File: src/rtl/keypad_pkg.sv
// Shared keypad definitions: key codes, FSM states, matrix position lookup.
// KEYPAD_EMU_BOUNCE_EN adds the BOUNCE state to the emulator state enum.
package keypad_pkg;

    localparam logic [3:0] KEY_HASH = 4'd10;
    localparam logic [3:0] KEY_STAR = 4'd11;
    localparam logic [3:0] KEY_NONE = 4'd13;

`ifdef KEYPAD_EMU_BOUNCE_EN
    typedef enum logic [2:0] {
        ST_IDLE,
        ST_ARM,
        ST_BOUNCE,
        ST_PRESS,
        ST_GAP
    } emu_state_t;
`else
    typedef enum logic [1:0] {
        ST_IDLE,
        ST_ARM,
        ST_PRESS,
        ST_GAP
    } emu_state_t;
`endif

    typedef struct packed {
        logic       ok;
        logic [1:0] col;
        logic [1:0] row;
    } keypos_t;

    function automatic keypos_t key_pos(input logic [3:0] code);
        keypos_t p;
        p = '{ok: 1'b1, col: 2'd0, row: 2'd0};
        case (code)
            4'd1:     begin p.col = 2'd0; p.row = 2'd0; end
            4'd4:     begin p.col = 2'd0; p.row = 2'd1; end
            4'd7:     begin p.col = 2'd0; p.row = 2'd2; end
            KEY_STAR: begin p.col = 2'd0; p.row = 2'd3; end
            4'd2:     begin p.col = 2'd1; p.row = 2'd0; end
            4'd5:     begin p.col = 2'd1; p.row = 2'd1; end
            4'd8:     begin p.col = 2'd1; p.row = 2'd2; end
            4'd0:     begin p.col = 2'd1; p.row = 2'd3; end
            4'd3:     begin p.col = 2'd2; p.row = 2'd0; end
            4'd6:     begin p.col = 2'd2; p.row = 2'd1; end
            4'd9:     begin p.col = 2'd2; p.row = 2'd2; end
            KEY_HASH: begin p.col = 2'd2; p.row = 2'd3; end
            default:  p.ok = 1'b0;
        endcase
        return p;
    endfunction

    // Codes 12, 14 and 15 are not keys and not the blank press.
    function automatic logic key_is_err(input logic [3:0] code);
        return (code == 4'd12) || (code == 4'd14) || (code == 4'd15);
    endfunction

endpackage

File: src/rtl/keypad_lfsr8.sv
// 8-bit Fibonacci LFSR, x^8+x^6+x^5+x^4+1, seeded 8'hA5, steps every cycle.
// Used as the contact-chatter source for the keypad emulator.
module keypad_lfsr8 (
    input  logic       clk,
    input  logic       rst,
    output logic [7:0] q
);

    logic fb;

    assign fb = q[7] ^ q[5] ^ q[4] ^ q[3];

    always_ff @(posedge clk) begin
        if (rst) begin
            q <= 8'hA5;
        end else begin
            q <= {q[6:0], fb};
        end
    end

endmodule

File: src/rtl/keypad_emulator.sv
// 3x4 keypad stand-in answering scanner column strobes with row returns.
// Define KEYPAD_EMU_BOUNCE_EN for a one-frame chattering BOUNCE before PRESS.
module keypad_emulator
    import keypad_pkg::*;
#(
    parameter int HOLD_FRAMES = 2,
    parameter int GAP_FRAMES  = 2
) (
    input  logic       clk,
    input  logic       rst,
    input  logic       col0,
    input  logic       col1,
    input  logic       col2,
    output logic       row0,
    output logic       row1,
    output logic       row2,
    output logic       row3,
    input  logic [3:0] key_code,
    input  logic       key_valid,
    output logic       key_ready,
    output logic       busy,
    output logic       done,
    output logic       err
);

    localparam logic [3:0] HOLD_N = HOLD_FRAMES[3:0];
    localparam logic [3:0] GAP_N  = GAP_FRAMES[3:0];

    emu_state_t state, state_n;
    logic [3:0] cnt, cnt_n;
    logic [3:0] code_q, code_n;
    logic       col2_d;
    logic       done_q, done_n;
    logic       err_q, err_n;
    logic       frame;
    logic       accept;
    logic       pressed;
    logic       col_hit;
    logic [3:0] cols;
    logic [3:0] rows;
    keypos_t    pos;

    assign frame  = col2_d & ~col2;
    assign accept = key_valid & key_ready;

    always_ff @(posedge clk) begin
        if (rst) begin
            state  <= ST_IDLE;
            cnt    <= 4'd0;
            code_q <= KEY_NONE;
            col2_d <= 1'b0;
            done_q <= 1'b0;
            err_q  <= 1'b0;
        end else begin
            state  <= state_n;
            cnt    <= cnt_n;
            code_q <= code_n;
            col2_d <= col2;
            done_q <= done_n;
            err_q  <= err_n;
        end
    end

    always_comb begin
        state_n = state;
        cnt_n   = cnt;
        code_n  = code_q;
        done_n  = 1'b0;
        err_n   = 1'b0;
        unique case (state)
            ST_IDLE: begin
                if (accept) begin
                    if (key_is_err(key_code)) begin
                        err_n = 1'b1;
                    end else begin
                        code_n  = key_code;
                        state_n = ST_ARM;
                    end
                end
            end
            ST_ARM: begin
                if (frame) begin
                    cnt_n = 4'd0;
`ifdef KEYPAD_EMU_BOUNCE_EN
                    state_n = ST_BOUNCE;
`else
                    state_n = ST_PRESS;
`endif
                end
            end
`ifdef KEYPAD_EMU_BOUNCE_EN
            ST_BOUNCE: begin
                if (frame) begin
                    cnt_n   = 4'd0;
                    state_n = ST_PRESS;
                end
            end
`endif
            ST_PRESS: begin
                if (frame) begin
                    if (cnt + 4'd1 == HOLD_N) begin
                        cnt_n   = 4'd0;
                        state_n = ST_GAP;
                    end else begin
                        cnt_n = cnt + 4'd1;
                    end
                end
            end
            ST_GAP: begin
                if (frame) begin
                    if (cnt + 4'd1 == GAP_N) begin
                        cnt_n   = 4'd0;
                        done_n  = 1'b1;
                        state_n = ST_IDLE;
                    end else begin
                        cnt_n = cnt + 4'd1;
                    end
                end
            end
            default: begin
                state_n = ST_IDLE;
                cnt_n   = 4'd0;
            end
        endcase
    end

`ifdef KEYPAD_EMU_BOUNCE_EN
    logic [7:0] lfsr;

    keypad_lfsr8 u_lfsr (
        .clk (clk),
        .rst (rst),
        .q   (lfsr)
    );

    assign pressed = (code_q != KEY_NONE) &
                     ((state == ST_PRESS) |
                      ((state == ST_BOUNCE) & lfsr[0]));
`else
    assign pressed = (code_q != KEY_NONE) & (state == ST_PRESS);
`endif

    // Rows are combinational on the strobes so the scanner sees them
    // in the very cycle it drives the column.
    assign pos     = key_pos(code_q);
    assign cols    = {1'b0, col2, col1, col0};
    assign col_hit = cols[pos.col];

    always_comb begin
        rows = 4'd0;
        if (pressed && pos.ok && col_hit) begin
            rows[pos.row] = 1'b1;
        end
    end

    assign row0 = rows[0];
    assign row1 = rows[1];
    assign row2 = rows[2];
    assign row3 = rows[3];

    // Hold off the next key for the done cycle so ready follows done.
    assign key_ready = (state == ST_IDLE) & ~done_q & ~rst;
    assign busy      = (state != ST_IDLE);
    assign done      = done_q;
    assign err       = err_q;

endmodule
File: config.mk
export PLATFORM = sky130hd
export DESIGN_NAME = keypad_emulator
export DESIGN_NICKNAME = d
export VERILOG_FILES = /design/src/rtl/keypad_pkg.sv /design/src/rtl/keypad_lfsr8.sv /design/src/rtl/keypad_emulator.sv
export SDC_FILE = /design/constraint.sdc
export NUM_CORES = 1
export LEC_CHECK = 0
export ABC_AREA = 1
export CORE_MARGIN = 2
export CORE_UTILIZATION = 45
export DETAILED_ROUTE_END_ITERATION = 6
export GPL_TIMING_DRIVEN = 0
export PLACE_DENSITY = 0.77
export SLEW_MARGIN = 25
export SYNTH_ARGS = -nofsm -noshare
export SYNTH_HDL_FRONTEND = slang
export SYNTH_SLANG_ARGS = --single-unit
File: constraint.sdc
create_clock -name clk -period 1.8 [get_ports clk]
set_clock_uncertainty 0.05 [all_clocks]
set_input_delay 0.45 -clock clk [delete_from_list [all_inputs] [get_ports clk]]
set_output_delay 0.45 -clock clk [all_outputs]
set_load 0.02 [all_outputs]
==> results.json <==
{
  "critPathMaxStageDelay_ns": 0.32,
  "cts_num_sinks": 13,
  "failed_checks": "negative setup slack",
  "synth-seq-cells": 13,
  "worstSetupStartpointType": "flip-flop",
  "ys_seq_area_share_pct": 26.7,
  "r2r-start": "state[0]",
  "synthMostInstantiatedCell": "nand2_1",
  "synth_edf_count": 0,
  "tightestPinTransition_ns": 0.264,
  "hpwl_um": 1650,
  "clockBufferDepth": 2,
  "drc": 0,
  "drive_gt1_share_pct": 31.2,
  "synthTopCellsByArea": "dfxtp_1, nand2_1, ha_1",
  "gp_congestion": 0.755,
  "hold_class": "reg -> reg",
  "rrSetupSlack_ns": 0.21,
  "port_buffers": 17,
  "cp_top_family": "simple AND/OR/NAND/NOR gates",
  "io-pin-count": 18,
  "synth.largest_area_cell": "dfxtp_1",
  "synth.avg_cell_area_um2": 6.59,
  "layout_setup_ws_ns": -0.309,
  "rsz0062_at_grt": "true",
  "power.density_nw_per_um2": 1030,
  "synth-async-reset-ratio_pct": 0,
  "layout.nets": 188,
  "die_height_um": 50.5,
  "start_util_pct": 48.7,
  "crit_path_frequent_cell": "buf_4",
  "vias": 1027,
  "drt_iter0_drc": 12,
  "crit_type": "reg -> out",
  "fp.dieArea_um2": 2550,
  "worstSetupPathDepth": 8,
  "synth-warning-count": 0,
  "r2r-end": "state[1]",
  "vias_per_cell": 5.21,
  "worst-path-buf-inv": 3,
  "clock_latency_ns": 0.27,
  "dr.pass1.iters": 5,
  "crit_path_end_kind": "primary output",
  "syn_area_um2": 975,
  "tritoncts": "yes",
  "grt_max_degree": 10,
  "num_rows": 16,
  "ir_drop_uv": 958,
  "yosysUniqueCellTypes": 26,
  "antenna_found_initial": 0,
  "period_minus_slack_ns": 2.11,
  "reg2regPathDepth": 10,
  "clock_tree.root_cell": "clkbuf_4",
  "synth_nets": 165,
  "drv_slew": 0,
  "crit_chain": "buf_6, buf_4, o21ai_0, nand3_1, nand2_2, or2_1, nor2_1, buf_4",
  "setup_viol": 4,
  "period_share_pct": 117,
  "dp_slack_ns": -0.642,
  "drv_cap": 0,
  "place_inst": 192,
  "drt.antenna.violating_nets": 0,
  "htree_levels": 1,
  "power_uw": 1350,
  "coreArea_um2": 2000,
  "synthFlopType": "dfxtp_1",
  "startpoint": "code_q[1]",
  "slowest_stage": "dfxtp_2",
  "crit_arrival_ns": 1.61,
  "grt_usage_pct": 18.3,
  "grt_pass1_wl_um": 3580,
  "setup-tns-final_ns": -1.09,
  "maxSlewHeadroom_pct": 82.3,
  "netlist_top_cells_count": "nand2_1, nor2_1, inv_1, dfxtp_1, nand3_1",
  "antennaDiodeCount": 0,
  "synth_cells": 148,
  "wl_um": 2360,
  "fill_cells": 173,
  "cts_hold_buf": 0,
  "fmax_mhz": 474,
  "overflow": 0,
  "area_delta_synth_final_pct": 34.8,
  "die_w_um": 50.5,
  "seqCellArea_um2": 269,
  "finalHoldViolCount": 0,
  "synth_top_area_share_pct": 26.7,
  "worstPathRequired_ns": 1.30,
  "path_clk_slew_ns": 0.08,
  "multi_input_area_um2": 694,
  "crit_end": "row0",
  "leakagePower_uw": 0.000596,
  "status": "finished, violations left",
  "wl_per_cell_um": 12.0,
  "cts_buffers": 3,
  "critPathMaxFanout": 7,
  "fin_util_pct": 65.6,
  "fin_cells": 197,
  "grt_pass1_vias": 879
}
state kept, by name (all words and copies together), names as in the netlist:
name    count
cnt         4
code_q      4
state       2
col2_d      1
done        1
err         1
power breakdown:
part	switching [uW]	internal (uW)
clock	91.1	85.8
sequential	64.3	335
combinational	468	305
metrics by stage:
step / hold WS (ns) / cell area, um^2
after floorplan: 0.424 / 980
after global placement: 0.459 / 1180
after detailed placement: 0.465 / 1180
after CTS: 0.482 / 1210
after global routing: 0.498 / 1310
final: 0.476 / 1310
placed cells by master (no fill, tap or decap), drive strengths merged, types with 6 or more instances in the layout:
master          n
a21oi           9
buf             9
clkdlybuf4s50   9
dfxtp          13
ha              7
inv            21
nand2          40
nand3          12
nor2           23
o21ai           6
worst reg2reg max path, stage by stage, from the launching register on:
cell	delay [ns]
dfxtp_2	0.39
inv_4	0.06
ha_2	0.21
nor2_2	0.19
inv_2	0.06
o21ai_2	0.14
inv_1	0.05
nor2_1	0.13
nand3_1	0.09
nand2_1	0.07
nor2_1	0.04
routing by layer:
metal	up-vias	track usage (%)	part of all wire [%]
met1	470	21.6	41
met2	28	31.8	52
li1	521	-	-
met4	0	10.8	3.8
met5	-	0	0
met3	8	1.79	2.8
how the worst min path moves through the flow:
stage          cells after the start    to  startpoint
2_1_floorplan                      2  done      col2_d
4_1_cts                            2  done      col2_d
6_report                           2  done      col2_d
5_1_grt                            2  done      col2_d
3_3_place_gp                       2  done      col2_d
3_5_place_dp                       2  done      col2_d
layout make-up:
type / instances / area share [%]
Multi-Input combinational cell: 111 / 52.9
Sequential cell: 13 / 20.5
Timing Repair Buffer: 18 / 13.1
Inverter: 22 / 7.24
Tap cell: 27 / 2.57
Clock buffer: 4 / 2.00
Buffer: 2 / 1.71
kinds of logic (layout without fill, tap and decap cells):
family	after synthesis	after routing	synth area share [%]
compound gates	21	21	13.4
simple gates	83	83	39.7
buf+inv	24	46	11.3
fa+ha+maj	7	7	8.99
flops	13	13	26.7
repair_timing:
item / in CTS / in global routing
gates resized for setup: 39 / 30
pin swaps: 0 / 7
endpoints found under the setup margin: 6 / 6
setup buffers: 0 / 1
No activity file was read; power rests on OpenSTA's default activity.
